**src/rtl/pc_return_stack_if.sv**
```systemverilog
// Bus between the control unit / PC and the return-address stack.
// The control side drives op strobes; the stack drives the next-PC value and status.
interface pc_return_stack_if #(
   parameter int unsigned AW    = 10,
   parameter int unsigned DEPTH = 8
) ();
   localparam int unsigned CW = $clog2(DEPTH) + 1;

   logic [AW-1:0] PC_COUNT;
   logic [AW-1:0] IMM_ADDR;
   logic          JMP;
   logic          CALL;
   logic          RET;
   logic          INT_TAKE;
   logic          CLR_ERR;
   logic [AW-1:0] PC_DIN;
   logic          PC_LD;
   logic [CW-1:0] DEPTH_CNT;
   logic          OVF;
   logic          UNF;

   modport master (
      output PC_COUNT, IMM_ADDR, JMP, CALL, RET, INT_TAKE, CLR_ERR,
      input  PC_DIN, PC_LD, DEPTH_CNT, OVF, UNF
   );

   modport slave (
      input  PC_COUNT, IMM_ADDR, JMP, CALL, RET, INT_TAKE, CLR_ERR,
      output PC_DIN, PC_LD, DEPTH_CNT, OVF, UNF
   );
endinterface

```
**src/rtl/pc_return_stack.sv**
```systemverilog
// Next-PC source: return-address stack for CALL/RET and interrupt entry/exit,
// plus branch-target and interrupt-vector selection. PC_DIN/PC_LD are combinational.
module pc_return_stack #(
   parameter int unsigned   AW      = 10,
   parameter int unsigned   DEPTH   = 8,
   parameter logic [AW-1:0] INT_VEC = AW'(10'h3FF)
) (
   input logic                 CLK,
   input logic                 RST,
   pc_return_stack_if.slave    bus
);
   localparam int unsigned PW = $clog2(DEPTH);
   localparam int unsigned CW = PW + 1;

   typedef enum logic [2:0] {
      OP_NONE,
      OP_INT,
      OP_CALL,
      OP_RET,
      OP_JMP
   } op_e;

   logic [AW-1:0] stack_mem [DEPTH];
   logic [CW-1:0] cnt_q;
   logic          ovf_q;
   logic          unf_q;

   op_e           op;
   logic          full;
   logic          empty;
   logic          push;
   logic          push_ok;
   logic          pop_ok;
   logic          ovf_set;
   logic          unf_set;
   logic [PW-1:0] wr_idx;
   logic [PW-1:0] top_idx;
   logic [AW-1:0] push_val;
   logic [AW-1:0] top_val;
   logic [AW-1:0] pc_din;

   // Strict priority decode: only the winning op has any effect.
   always_comb begin
      op = OP_NONE;
      if (bus.INT_TAKE)  op = OP_INT;
      else if (bus.CALL) op = OP_CALL;
      else if (bus.RET)  op = OP_RET;
      else if (bus.JMP)  op = OP_JMP;
   end

   assign full    = (cnt_q == CW'(DEPTH));
   assign empty   = (cnt_q == CW'(0));
   assign push    = (op == OP_INT) || (op == OP_CALL);
   assign push_ok = push && !full;
   assign pop_ok  = (op == OP_RET) && !empty;
   assign ovf_set = push && full;
   assign unf_set = (op == OP_RET) && empty;

   // The count doubles as the write pointer; the top lives one below it.
   assign wr_idx  = PW'(cnt_q);
   assign top_idx = PW'(cnt_q - CW'(1));
   assign top_val = empty ? AW'(0) : stack_mem[top_idx];

   // Interrupts resume the not-yet-executed instruction; calls return past themselves.
   assign push_val = (op == OP_INT) ? bus.PC_COUNT : bus.PC_COUNT + AW'(1);

   always_comb begin
      pc_din = AW'(0);
      unique case (op)
         OP_INT:  pc_din = INT_VEC;
         OP_CALL: pc_din = bus.IMM_ADDR;
         OP_JMP:  pc_din = bus.IMM_ADDR;
         OP_RET:  pc_din = top_val;
         default: pc_din = AW'(0);
      endcase
   end

   assign bus.PC_DIN = pc_din;
   assign bus.PC_LD  = bus.INT_TAKE | bus.CALL | bus.RET | bus.JMP;

   // Storage needs no reset; occupancy is tracked entirely by cnt_q.
   always_ff @(posedge CLK) begin
      if (!RST && push_ok) begin
         stack_mem[wr_idx] <= push_val;
      end
   end

   always_ff @(posedge CLK) begin
      if (RST) begin
         cnt_q <= CW'(0);
         ovf_q <= 1'b0;
         unf_q <= 1'b0;
      end else begin
         if (push_ok) begin
            cnt_q <= cnt_q + CW'(1);
         end else if (pop_ok) begin
            cnt_q <= cnt_q - CW'(1);
         end
         // A new error event outranks a simultaneous clear.
         ovf_q <= ovf_set | (ovf_q & ~bus.CLR_ERR);
         unf_q <= unf_set | (unf_q & ~bus.CLR_ERR);
      end
   end

   assign bus.DEPTH_CNT = cnt_q;
   assign bus.OVF       = ovf_q;
   assign bus.UNF       = unf_q;
endmodule

```
**src/flat_wrapper.sv**
```systemverilog
// flat-port wrapper written by rule: the top's interface ports become plain ports
module pc_return_stack_flat 
#(
   parameter int unsigned   AW      = 10,
   parameter int unsigned   DEPTH   = 8,
   parameter logic [AW-1:0] INT_VEC = AW'(10'h3FF)
)
  (CLK, RST, bus_PC_COUNT, bus_IMM_ADDR, bus_JMP, bus_CALL, bus_RET, bus_INT_TAKE, bus_CLR_ERR, bus_PC_DIN, bus_PC_LD, bus_DEPTH_CNT, bus_OVF, bus_UNF);
  pc_return_stack_if #(.AW(AW), .DEPTH(DEPTH)) bus_i ();
  input logic CLK;
  input logic RST;
  input wire logic [$bits(bus_i.PC_COUNT)-1:0] bus_PC_COUNT;
  input wire logic [$bits(bus_i.IMM_ADDR)-1:0] bus_IMM_ADDR;
  input wire logic [$bits(bus_i.JMP)-1:0] bus_JMP;
  input wire logic [$bits(bus_i.CALL)-1:0] bus_CALL;
  input wire logic [$bits(bus_i.RET)-1:0] bus_RET;
  input wire logic [$bits(bus_i.INT_TAKE)-1:0] bus_INT_TAKE;
  input wire logic [$bits(bus_i.CLR_ERR)-1:0] bus_CLR_ERR;
  output wire logic [$bits(bus_i.PC_DIN)-1:0] bus_PC_DIN;
  output wire logic [$bits(bus_i.PC_LD)-1:0] bus_PC_LD;
  output wire logic [$bits(bus_i.DEPTH_CNT)-1:0] bus_DEPTH_CNT;
  output wire logic [$bits(bus_i.OVF)-1:0] bus_OVF;
  output wire logic [$bits(bus_i.UNF)-1:0] bus_UNF;
  assign bus_i.PC_COUNT = bus_PC_COUNT;
  assign bus_i.IMM_ADDR = bus_IMM_ADDR;
  assign bus_i.JMP = bus_JMP;
  assign bus_i.CALL = bus_CALL;
  assign bus_i.RET = bus_RET;
  assign bus_i.INT_TAKE = bus_INT_TAKE;
  assign bus_i.CLR_ERR = bus_CLR_ERR;
  assign bus_PC_DIN = bus_i.PC_DIN;
  assign bus_PC_LD = bus_i.PC_LD;
  assign bus_DEPTH_CNT = bus_i.DEPTH_CNT;
  assign bus_OVF = bus_i.OVF;
  assign bus_UNF = bus_i.UNF;
  pc_return_stack #(.AW(AW), .DEPTH(DEPTH), .INT_VEC(INT_VEC)) u_core (.CLK(CLK), .RST(RST), .bus(bus_i));
endmodule
```
**config.mk**
```make
export PLATFORM = sky130hd
export DESIGN_NAME = pc_return_stack_flat
export DESIGN_NICKNAME = d
export VERILOG_FILES = /design/src/rtl/pc_return_stack_if.sv /design/src/rtl/pc_return_stack.sv /design/src/flat_wrapper.sv
export SDC_FILE = /design/constraint.sdc
export NUM_CORES = 1
export LEC_CHECK = 0
export ABC_CLOCK_PERIOD_IN_PS = 3400
export BUFFER_PORTS_ARGS = -buffer_cell sky130_fd_sc_hd__buf_4
export CORE_UTILIZATION = 51
export DETAILED_ROUTE_END_ITERATION = 10
export HOLD_SLACK_MARGIN = 0.12
export PLACE_DENSITY = 0.71
export SYNTH_ARGS = -nofsm -noshare
export SYNTH_HDL_FRONTEND = slang
export SYNTH_SLANG_ARGS = --single-unit
export TNS_END_PERCENT = 5
```
**constraint.sdc**
```tcl
create_clock -name CLK -period 3.4 [get_ports CLK]
set_clock_uncertainty 0.2 [all_clocks]
set_input_delay 0.34 -clock CLK [delete_from_list [all_inputs] [get_ports CLK]]
set_output_delay 0.34 -clock CLK [all_outputs]
set_load 0.1 [all_outputs]
```
* Word level (Yosys, flattened, before mapping)
Memory sizes are Yosys's and may differ from the RTL's.
Index checks and enable logic that the tools add are counted.
** Storage, ports and cells
- Output and inout port bits :: 17
- Memories :: 1
- Memory bits (writable) :: 80
- Bits in registers :: 6
** Operators by class
- Bitwise operators :: 8
- Add/sub/neg operators :: 3
- Reductions and logical operators :: 12
- Muxes and demuxes :: 11
- Equality and inequality tests :: 5
** Memory list
- u_core.stack_mem :: depth 8, bits a word 10, rd ports 1, clocked after Yosys merged registers in 0, wr ports 1, line pc_return_stack.sv:23 : logic [AW-1:0] stack_mem [DEPTH];
** Operator list (count)
- case mux 10 bit (3 select lines) :: 1
- two-way mux 10 bit :: 2
- two-way mux 3 bit :: 4
- adder 10 x 1 -> 10 bit (second input constant) :: 1
- two-way mux 4 bit :: 2
- == test 3 x 2 -> 1 bit (second input constant) :: 2
- logical AND 1 bit :: 5
- bitwise OR 1 bit :: 5
- adder 4 x 1 -> 4 bit (second input constant) :: 1
- == test 4 bit (second input constant) :: 1
- zero test 4 bit :: 1
- subtractor 4 x 1 -> 4 bit (second input constant) :: 1
- == test 3 x 1 -> 1 bit (second input constant) :: 1
- == test 3 bit (second input constant) :: 1
- zero test 1 bit :: 3
- bitwise AND 1 bit :: 2
- two-way mux 1 bit :: 2
- nonzero test 2 bit :: 1
- OR reduction 2 bit :: 1
- logical OR 1 bit :: 1
- inverter 1 bit :: 1

* Longest topological paths before layout
- Word-level depth :: 10
- Mapped depth :: 8
- Depth with buffers taken out :: 6

* Worst setup path before layout
No wires, ideal clock.
- Path kind :: register to output
- From :: reg u_core.cnt_q[0] (netlist: u_core.bus.DEPTH_CNT[0])
- To :: out bus_PC_DIN[2]
- Stages on the path, launching flop included :: 9
- Path slack :: -0.484 ns
- Required time :: 2.860 ns
- Path buffers :: 3
- Arrival time :: 3.344 ns
- Cells stage by stage :: dfxtp_1 > buf_2 > inv_1 > ha_1 > buf_2 > buf_2 > mux4_2 > a22oi_1 > nand2_1
** Between the ends
- Word-level cells in the longest chain between the ends :: 4
- Elaborated cells on any way between the ends :: 5
- Those cells by class :: 1 x add/sub; 2 x mux; 1 x reduce/logical; 1 x memory
** RTL lines
- start, declared :: line pc_return_stack.sv:24 : logic [CW-1:0] cnt_q;
- start signal, assigned :: line pc_return_stack.sv:95 : cnt_q <= cnt_q + CW'(1);
- start signal, assigned :: line pc_return_stack.sv:97 : cnt_q <= cnt_q - CW'(1);
- subtractor 4 x 1 -> 4 bit :: line pc_return_stack.sv:61 : assign top_idx = PW'(cnt_q - CW'(1));
- memory read (8 x 10 bit)
- two-way mux 10 bit * :: line pc_return_stack.sv:62 : assign top_val = empty ? AW'(0) : stack_mem[top_idx];
- case mux 10 bit (3 select lines) * :: line pc_return_stack.sv:69 : unique case (op)
- end, declared :: line flat_wrapper.sv:19 : output wire logic [$bits(bus_i.PC_DIN)-1:0] bus_PC_DIN;
Every way passes the cells marked *; elsewhere a longest branch is shown, timed or not.

* Final worst setup path
- From :: reg u_core.cnt_q[1] (netlist: u_core.bus.DEPTH_CNT[1])
- To :: out bus_PC_DIN[0]
The elaborated chain is that of the path after synthesis.

==> impl_metrics.toml <==
[route]
wl_per_cell_microns = 19.5
wl_mm = 7.87
drt_iter0_markers = 172
dr.pass1.iters = 4
vias = 2284
drc = 0
vias_per_cell = 5.67
final_antenna_net_count = 0

[floorplan]
core.rowCount = 31
initial_core_util_pct = 52.4
die_w_microns = 88.1
die_area_sq_mm = 0.00776
coreArea_sq_mm = 0.00721
die_y_microns = 88.1
ios = 44

[clocking]
cts_setup_buffers = 0
clk_pin_slew_worst_paths_ns = 0.09
clk_latency_ns = 0.35
cts_resized = 0
postCtsHoldBufs = 2
ctsRootBufferMaster = "clkbuf_8"
cts-htree-levels = 3
clk_path_buf_depth = 2
numCtsBuffers = 9
cts_sinks = 86
cts_tree = "yes"

[outcome]
status = "completed"

[run]
maxCapViolations = 0

[synth]
synth.area.top_cells = "edfxtp_1 (64%), mux4_2 (8.3%), dfxtp_1 (3.2%)"
syn_nets = 272
synth_ff_type = "edfxtp_1"
netlist_area_sq_mm = 0.00378
synthArstFlopShare_pct = 0
synth_edf_count = 80
yosys_warnings = 0
yosysSeqAreaShare_pct = 66.8
ys_types = 40
synthMostInstantiatedCell = "edfxtp_1"
ys_ff_latch = 86
syn_avg_cell_area_sq_um = 15.6
netlist_instances = 242
synth_top_area_cell = "edfxtp_1"
synth_commonest_cells = "edfxtp_1 (80), nor2_1 (19), nand2_1 (16)"
yosysTopAreaCellShare_pct = 63.6

[critical_path]
crit_family = "buffers and inverters"
critPathMaxStageDelay_ns = 0.61
rr_endpoint = "u_core.bus.DEPTH_CNT[1]"
crit_path_start = "u_core.bus.DEPTH_CNT[1]"
path_cells = "inv_1 -> ha_1 -> buf_4 -> mux2i_1 -> a311oi_1 -> a221o_1 -> buf_4"
worstSetupPathDepth = 7
crit_required_ns = 2.86
worstPathArrival_ns = 2.64
reg2reg_from = "u_core.bus.DEPTH_CNT[1]"
cp-start-kind = "flip-flop"
r2r_slack_ns = 1.22
worst-path-buf-inv = 3
worst-path-max-fanout = 12
r2r_cells = 6
cpMaxStageDelayCell = "ha_1"
crit_end = "bus_PC_DIN[0]"
crit_type = "flip-flop to primary output"
cp-end-kind = "primary output"
worst_path_most_repeated_cell = "buf_4"

[global_route]
antenna_found_initial = 0
grt_pass1_wl_mm = 12.1
grt_overflow = 0
grt.total_usage_pct = 22.5
grt_max_degree = 31
grt_pass1_vias = 2153

[placement]
gp_congestion = 0.823
port_buffers = 43
place_ws_ns = 0.608
dp_hpwl_mm = 5.31

[final_layout]
diodes = 0
drive_above_1_share_pct = 30.3
syn2layout_area_growth_pct = 18.4
nets = 329

[pwr]
leakage_nw = 1.52
max-vdd-ir-drop_mv = 0.366
p_per_area_mw_per_mm2 = 584

[sta]
fin_ws_ns = 0.219
layout_min_cycle_time_ns = 3.18
relSlewSlack_pct = 60.1
tightest_slew_ns = 0.594
drv_slew = 0
max_freq_mhz = 314
fin_hold_ws_ns = 0.129
finalCritPeriodShare_pct = 93.6
hold_violations = 0
setup_viol = 0
rsz0062_at_grt = "false"

[min_path]
worst_hold_path_type = "input port to flip-flop"
-- cell usage in the layout (no fill, tap or decap), types with 6 or more instances in the layout --
master	count
nor2_1	19
clkbuf_8	9
xnor2_1	11
mux2i_1	9
mux4_2	14
nor3_1	6
a22oi_1	7
a21oi_1	12
buf_4	56
edfxtp_1	80
nand2_1	15
-- layout make-up --
type	instances	area, sq um
fillers	558	2740
flip-flops and latches	86	2520
multi-input cells	140	1180
repair buffers	58	440
clock buffers	10	128
well taps	99	124
clock inverters	6	61.3
inverters	4	15.0
-- worst min-delay path by stage --
stage / start / end / slack (ns) / cells after the start
finish: bus_CALL / u_core.bus.OVF / 0.13 / 3
global route: bus_CALL / u_core.bus.OVF / 0.17 / 3
CTS: bus_CALL / u_core.bus.OVF / 0.13 / 3
detailed placement: u_core.bus.OVF / u_core.bus.OVF / 0.28 / 2
global placement: u_core.bus.OVF / u_core.bus.OVF / 0.27 / 2
floorplan: RST / u_core.bus.DEPTH_CNT[1] / 0.20 / 1
-- cells by family (layout without fill, tap and decap cells) --
family / after synthesis / after routing / synth area share (%)
and+or+nand+nor: 62 / 62 / 8.38
AOI/OAI and AO/OA: 38 / 38 / 7.81
buffers and inverters: 16 / 78 / 2.02
adders and majority gates: 3 / 3 / 0.993
DFF: 86 / 86 / 66.8
muxes: 24 / 24 / 11.0
xor gates and xnor gates: 13 / 13 / 3.01
-- tightest hold or removal path: cells and delay by family --
| family | cells | cell delay (ns) |
|---|---|---|
| AOI/OAI and AO/OA | 2 | 0.18 |
| buffers and inverters | 1 | 0.11 |
-- sequential cells by signal (all words and copies together) (netlist names) --
name                  count
u_core.bus.OVF            1
u_core.bus.DEPTH_CNT      4
u_core.bus.UNF            1
u_core.stack_mem         80
-- through the flow --
| step | cells | setup TNS [ns] | power (W) | area (sq um) | utilization (%) |
|---|---|---|---|---|---|
| floorplan | 242 | -0.635 | 0.00178 | 3780 | - |
| global placement | 385 | 0 | 0.00194 | 4270 | 59.1 |
| detailed placement | 385 | 0 | 0.00195 | 4270 | 59.1 |
| CTS | 403 | 0 | 0.00263 | 4480 | 62.0 |
| global route | 403 | 0 | 0.00273 | 4480 | 62.0 |
| finish | 403 | 0 | 0.00261 | 4480 | 62.0 |
-- metal layers --
layer	up-vias	routed length [microns]	GRT usage, %	part of all wire, %
met5	-	0	0	0
met4	0	97	9.38	1.2
met3	7	436	4.24	5.5
met2	66	3850	35.3	49
met1	1146	3490	31.1	44
li1	1065	-	-	-
-- power by group --
group	internal [W]	switching [W]
Clock	0.000337	0.000347
Sequential	0.00122	0.0000249
Combinational	0.000252	0.000434
Total	0.00181	0.000806
Note: power is estimated with default switching activity, not from simulation.
